**src/rtl/button_conditioner.sv**
```systemverilog
// Four-lane active-low button synchroniser/debouncer with press pulses and a single hit-event slot.
// Optional release pulses are compiled in when BUTTON_COND_RELEASE_EN is defined.
module button_conditioner #(
  parameter int DEBOUNCE_CYCLES = 50000,
  parameter int CNT_W           = 16
) (
  input  logic       clk_i,
  input  logic       rst_i,
  input  logic [3:0] buttons_i,
  input  logic       arm_i,
  input  logic       hit_ready_i,
  output logic [3:0] held_o,
  output logic [3:0] hit_pulse_o,
  output logic [3:0] release_pulse_o,
  output logic       hit_valid_o,
  output logic [1:0] hit_lane_o,
  output logic       hit_multi_o,
  output logic [7:0] drop_count_o
);

  localparam logic [CNT_W-1:0] CNT_LAST = CNT_W'(DEBOUNCE_CYCLES - 1);
  localparam logic [CNT_W-1:0] CNT_ONE  = CNT_W'(1);

  typedef enum logic {S_EMPTY, S_FULL} slot_t;

  logic [3:0]            meta_q, sync_q, held_q, held_d, rise_d, hit_pulse_q;
  logic [3:0][CNT_W-1:0] cnt_q, cnt_d;
`ifdef BUTTON_COND_RELEASE_EN
  logic [3:0]            fall_d, release_q;
`endif

  slot_t      state_q, state_d;
  logic [1:0] lane_q, lane_d, first_lane;
  logic       multi_q, multi_d, capture;
  logic [7:0] drop_q, drop_d;

  // A lane flips only after CNT_LAST+1 consecutive disagreeing samples.
  always_comb begin
    held_d = held_q;
    rise_d = '0;
`ifdef BUTTON_COND_RELEASE_EN
    fall_d = '0;
`endif
    for (int i = 0; i < 4; i++) begin
      cnt_d[i] = '0;
      if (sync_q[i] != held_q[i]) begin
        if (cnt_q[i] == CNT_LAST) begin
          held_d[i] = ~held_q[i];
          rise_d[i] = ~held_q[i];
`ifdef BUTTON_COND_RELEASE_EN
          fall_d[i] = held_q[i];
`endif
        end else begin
          cnt_d[i] = cnt_q[i] + CNT_ONE;
        end
      end
    end
  end

  always_ff @(posedge clk_i or posedge rst_i) begin
    if (rst_i) begin
      meta_q      <= '0;
      sync_q      <= '0;
      held_q      <= '0;
      cnt_q       <= '0;
      hit_pulse_q <= '0;
    end else begin
      meta_q      <= ~buttons_i;
      sync_q      <= meta_q;
      held_q      <= held_d;
      cnt_q       <= cnt_d;
      hit_pulse_q <= rise_d;
    end
  end

`ifdef BUTTON_COND_RELEASE_EN
  always_ff @(posedge clk_i or posedge rst_i) begin
    if (rst_i) release_q <= '0;
    else       release_q <= fall_d;
  end
  assign release_pulse_o = release_q;
`else
  assign release_pulse_o = 4'b0000;
`endif

  always_comb begin
    first_lane = '0;
    for (int i = 3; i >= 0; i--) begin
      if (rise_d[i]) first_lane = 2'(i);
    end
  end

  assign capture = arm_i & (|rise_d);

  always_comb begin
    state_d = state_q;
    lane_d  = lane_q;
    multi_d = multi_q;
    drop_d  = drop_q;
    case (state_q)
      S_EMPTY: begin
        if (capture) begin
          state_d = S_FULL;
          lane_d  = first_lane;
          multi_d = |(rise_d & (rise_d - 4'd1));
        end
      end
      S_FULL: begin
        // Accepting and capturing on one edge hands the slot straight to the new event.
        if (capture && hit_ready_i) begin
          lane_d  = first_lane;
          multi_d = |(rise_d & (rise_d - 4'd1));
        end else if (capture) begin
          if (drop_q != 8'hFF) drop_d = drop_q + 8'd1;
        end else if (hit_ready_i) begin
          state_d = S_EMPTY;
        end
      end
      default: state_d = S_EMPTY;
    endcase
  end

  always_ff @(posedge clk_i or posedge rst_i) begin
    if (rst_i) begin
      state_q <= S_EMPTY;
      lane_q  <= '0;
      multi_q <= 1'b0;
      drop_q  <= '0;
    end else begin
      state_q <= state_d;
      lane_q  <= lane_d;
      multi_q <= multi_d;
      drop_q  <= drop_d;
    end
  end

  assign held_o       = held_q;
  assign hit_pulse_o  = hit_pulse_q;
  assign hit_valid_o  = (state_q == S_FULL);
  assign hit_lane_o   = lane_q;
  assign hit_multi_o  = multi_q;
  assign drop_count_o = drop_q;

endmodule

```
**config.mk**
```make
export PLATFORM = sky130hd
export DESIGN_NAME = button_conditioner
export DESIGN_NICKNAME = d
export VERILOG_FILES = /design/src/rtl/button_conditioner.sv
export SDC_FILE = /design/constraint.sdc
export NUM_CORES = 1
export LEC_CHECK = 0
export ABC_AREA = 1
export CAP_MARGIN = 5
export CORE_UTILIZATION = 59
export CTS_CLUSTER_SIZE = 10
export DETAILED_ROUTE_END_ITERATION = 10
export GPL_TIMING_DRIVEN = 1
export PLACE_DENSITY_LB_ADDON = 0.05
export SLEW_MARGIN = 20
export SYNTH_ARGS = -nofsm -noshare
export SYNTH_HDL_FRONTEND = slang
export SYNTH_SLANG_ARGS = --single-unit
```
**constraint.sdc**
```tcl
create_clock -name clk_i -period 3.26 [get_ports clk_i]
set_input_delay 0.652 -clock clk_i [delete_from_list [all_inputs] [get_ports clk_i]]
set_output_delay 0.652 -clock clk_i [all_outputs]
set_load 0.005 [all_outputs]
```
==> qor.csv <==
metric,value,unit
status,finished clean,
worst_pin_slew,739.3,ps
post_cts_buffers,0,
stdcell_count,726,
pwr-share-clk,38.6,%
place_hpwl,6948,um
clk_latency,350,ps
cts.sinks,92,
reg2reg_from,cnt_q[16]$_DFF_PP0_,
antenna_found_initial,0,
finalCriticalPeriod,1967,ps
required,2610,ps
critical_path_class,register to primary output,
slowest_stage,clkdlybuf4s50_1,
pwr-share-seq,57.0,%
start_util,61.63,%
layout_common_cells,"94 x nand2_1, 92 x dfrtp_1, 86 x nor2_1",
core_area,7807,um2
critPathArrivalTime,1310,ps
power_switching,0.0004478,W
path_max_fanout,5,
mappedNetlistArea,4812,um2
slowest_delay,530,ps
startpoint_type,register,
setup-violations-final,0,
drt_iter0_drc,150,
rows,32,
final_common_cell,nand2_1,
r2r-end,cnt_q[30]$_DFF_PP0_,
design_area,5433,um2
power,0.002057,W
h-tree-depth,3,
ios,32,
rsz0062_at_grt,false,
synthTopCellsByArea,"dfrtp_1 48%, nand2_1 7.3%, nor2_1 6.7%",
yosys.area.top_type,dfrtp_1,
min_to,sync_q[1]$_DFF_PP0_,
area_growth,12.90,%
post_dp_cell_area,5220,um2
combPwrFrac,4.4,%
fmax,508.4,MHz
leakagePower,2.525,nW
grt_pass1_vias,3734,
track_usage,23.70,%
hold_path_depth,0,
synth_area_per_cell,8.297,um2
grt.overflow.total,0,
gp_congestion,0.8662,
io_buffers,27,
finalNetCount,632,
ys_seq_elements,92,
drv_cap,0,
cts_root_buffer,clkbuf_8,
p_per_area,378.6,nW/um2
drc,0,
routed_via_density,5.237,
path_buf_inv,1,
max_slew_margin,50.66,%
placed_cells,710,
die-area,8521,um2
ant_nets,0,
num_vias,3802,
die_h,92.31,um
clk_path_buf_depth,2,
worst_hold_path_type,register to register,
ys_warn_count,0,
cts_resized,0,
peakVddDrop,0.2173,mV
routed_wl,9111,um
synth_top_cell_area_share,47.84,%
antennaDiodeCount,0,
switching_share,21.77,%
synth_cell_types,40,
die_w,92.31,um
crit_chain,clkdlybuf4s50_1,
hold_ws,350.9,ps
cts_hold_buf,0,
post-route-period-util,60.33,%
critPathTopFamily,buffers and inverters,
grt_pass1_wl,16230,um
cell_internal_pwr,0.001609,W
grt_max_degree,44,
drv_slew,0,
hold_viol,0,
layout-drive-gt1-share,12.98,%
wl_per_cell,12.55,um
yosysSeqAreaShare,47.84,%
drt_first_pass_iters,4,
totalNegativeSetupSlack,0,ps
regToRegSetupSlack,1390,ps
clk_pin_slew,90,ps
rr_worst_depth,9,
crit_path_end_kind,primary output,
syn-instance-count,580,
cts_tree,built,
cts_made_buffers,9,
skew,11.99,ps
hold_path.startpoint,meta_q[1]$_DFF_PP0_,
## synth_stat cells
library cell,count
or2_2,2
nor2_4,6
nand3_4,1
a21oi_2,2
clkinv_1,1
a21oi_1,28
ha_1,5
nand2_1,94
mux2i_1,1
a21o_1,2
nor2_8,1
inv_1,85
xnor2_1,6
o21ai_1,3
nand3_1,31
nand2_2,9
a211oi_1,1
nor3_2,4
buf_4,4
nor4_1,5
a21oi_4,1
a31oi_2,1
o21ai_0,16
nor2_1,86
inv_2,7
xor2_1,13
nor4_4,1
nor2_2,16
dfrtp_1,92
o21a_1,2
nor3_1,19
nand3_2,11
conb_1,1
a21boi_1,1
nor3b_4,1
nand4_1,9
o21bai_1,1
a22oi_1,1
a31oi_1,5
nor3b_1,5
## how the worst max path moves through the flow
| stage | start | to | depth (start not counted) |
|---|---|---|---|
| 3_5_place_dp | hit_ready_i | drop_count_o[5]$_DFFE_PP0P_ | 7 |
| 6_report | drop_count_o[2]$_DFFE_PP0P_ | drop_count_o[2] | 1 |
| 3_3_place_gp | hit_ready_i | drop_count_o[4]$_DFFE_PP0P_ | 7 |
| 4_1_cts | drop_count_o[6]$_DFFE_PP0P_ | drop_count_o[6] | 1 |
| 5_1_grt | hit_ready_i | drop_count_o[5]$_DFFE_PP0P_ | 7 |
| 2_1_floorplan | rst_i | cnt_q[0]$_DFF_PP0_ | 1 |
## power groups by stage
stage / logic, W / registers, W / clock network [W]
after floorplan: 0.0000629 / 0.00119 / 0
after detailed placement: 0.0000936 / 0.00120 / 0
after global routing: 0.000106 / 0.00118 / 0.000864
after global placement: 0.0000916 / 0.00119 / 0
after CTS: 0.0000939 / 0.00117 / 0.000819
final: 0.0000906 / 0.00117 / 0.000793
## worst register-to-register path, cell delays in order, from the launching register on
cell and delay, ps:
dfrtp_1 410, ha_1 220, nand3_2 150, nor2_2 170, nand2_1 80, nor2_2 170
nand3_2 170, nor2_2 180, nand3_1 100, a21boi_1 160
## state kept, by name (all words and copies together) (netlist names)
name and flops:
cnt_q 64, hit_pulse_o 4, hit_lane_o 2, held_o 4, drop_count_o 8, meta_q 4
sync_q 4, hit_valid_o 1, hit_multi_o 1
## per-stage QoR
step           setup slack [ps]  utilization [%]
2_1_floorplan             216.0                -
3_3_place_gp               1001            66.86
3_5_place_dp              970.6            66.86
4_1_cts                    1268            69.58
5_1_grt                    1116            69.58
6_report                   1293            69.58
## per-layer routing
metal	wire, um	share of wire (%)	track usage [%]	up-vias
met5	0	0	0	-
met3	247	2.7	3.859	8
li1	-	-	-	1918
met2	4535	50	41.42	72
met4	89	0.98	6.510	0
met1	4239	47	30.46	1804
## cell type report
type	instances	area, um2
Tap cell	102	127.6
Sequential cell	92	2302
Multi-Input combinational cell	394	2142
Clock inverter	3	43.79
Fill cell	622	2375
Inverter	93	350.3
Timing Repair Buffer	29	297.8
Clock buffer	13	168.9
## kinds of logic (layout without fill, tap and decap cells)
| kind of cell | count (synthesis) | after routing | share of synthesized area, % |
|---|---|---|---|
| flip-flops | 92 | 92 | 47.84 |
| buffers and inverters | 97 | 138 | 7.878 |
| AND/OR/NAND/NOR | 301 | 301 | 31.49 |
| other | 1 | 4 | 0.07793 |
| adder cells (fa/ha/maj) | 5 | 5 | 1.300 |
| AO/OA/AOI/OAI | 64 | 64 | 7.748 |
| XOR/XNOR | 19 | 19 | 3.458 |
| multiplexers | 1 | 1 | 0.2080 |
Power figures use the tool's default switching activity.
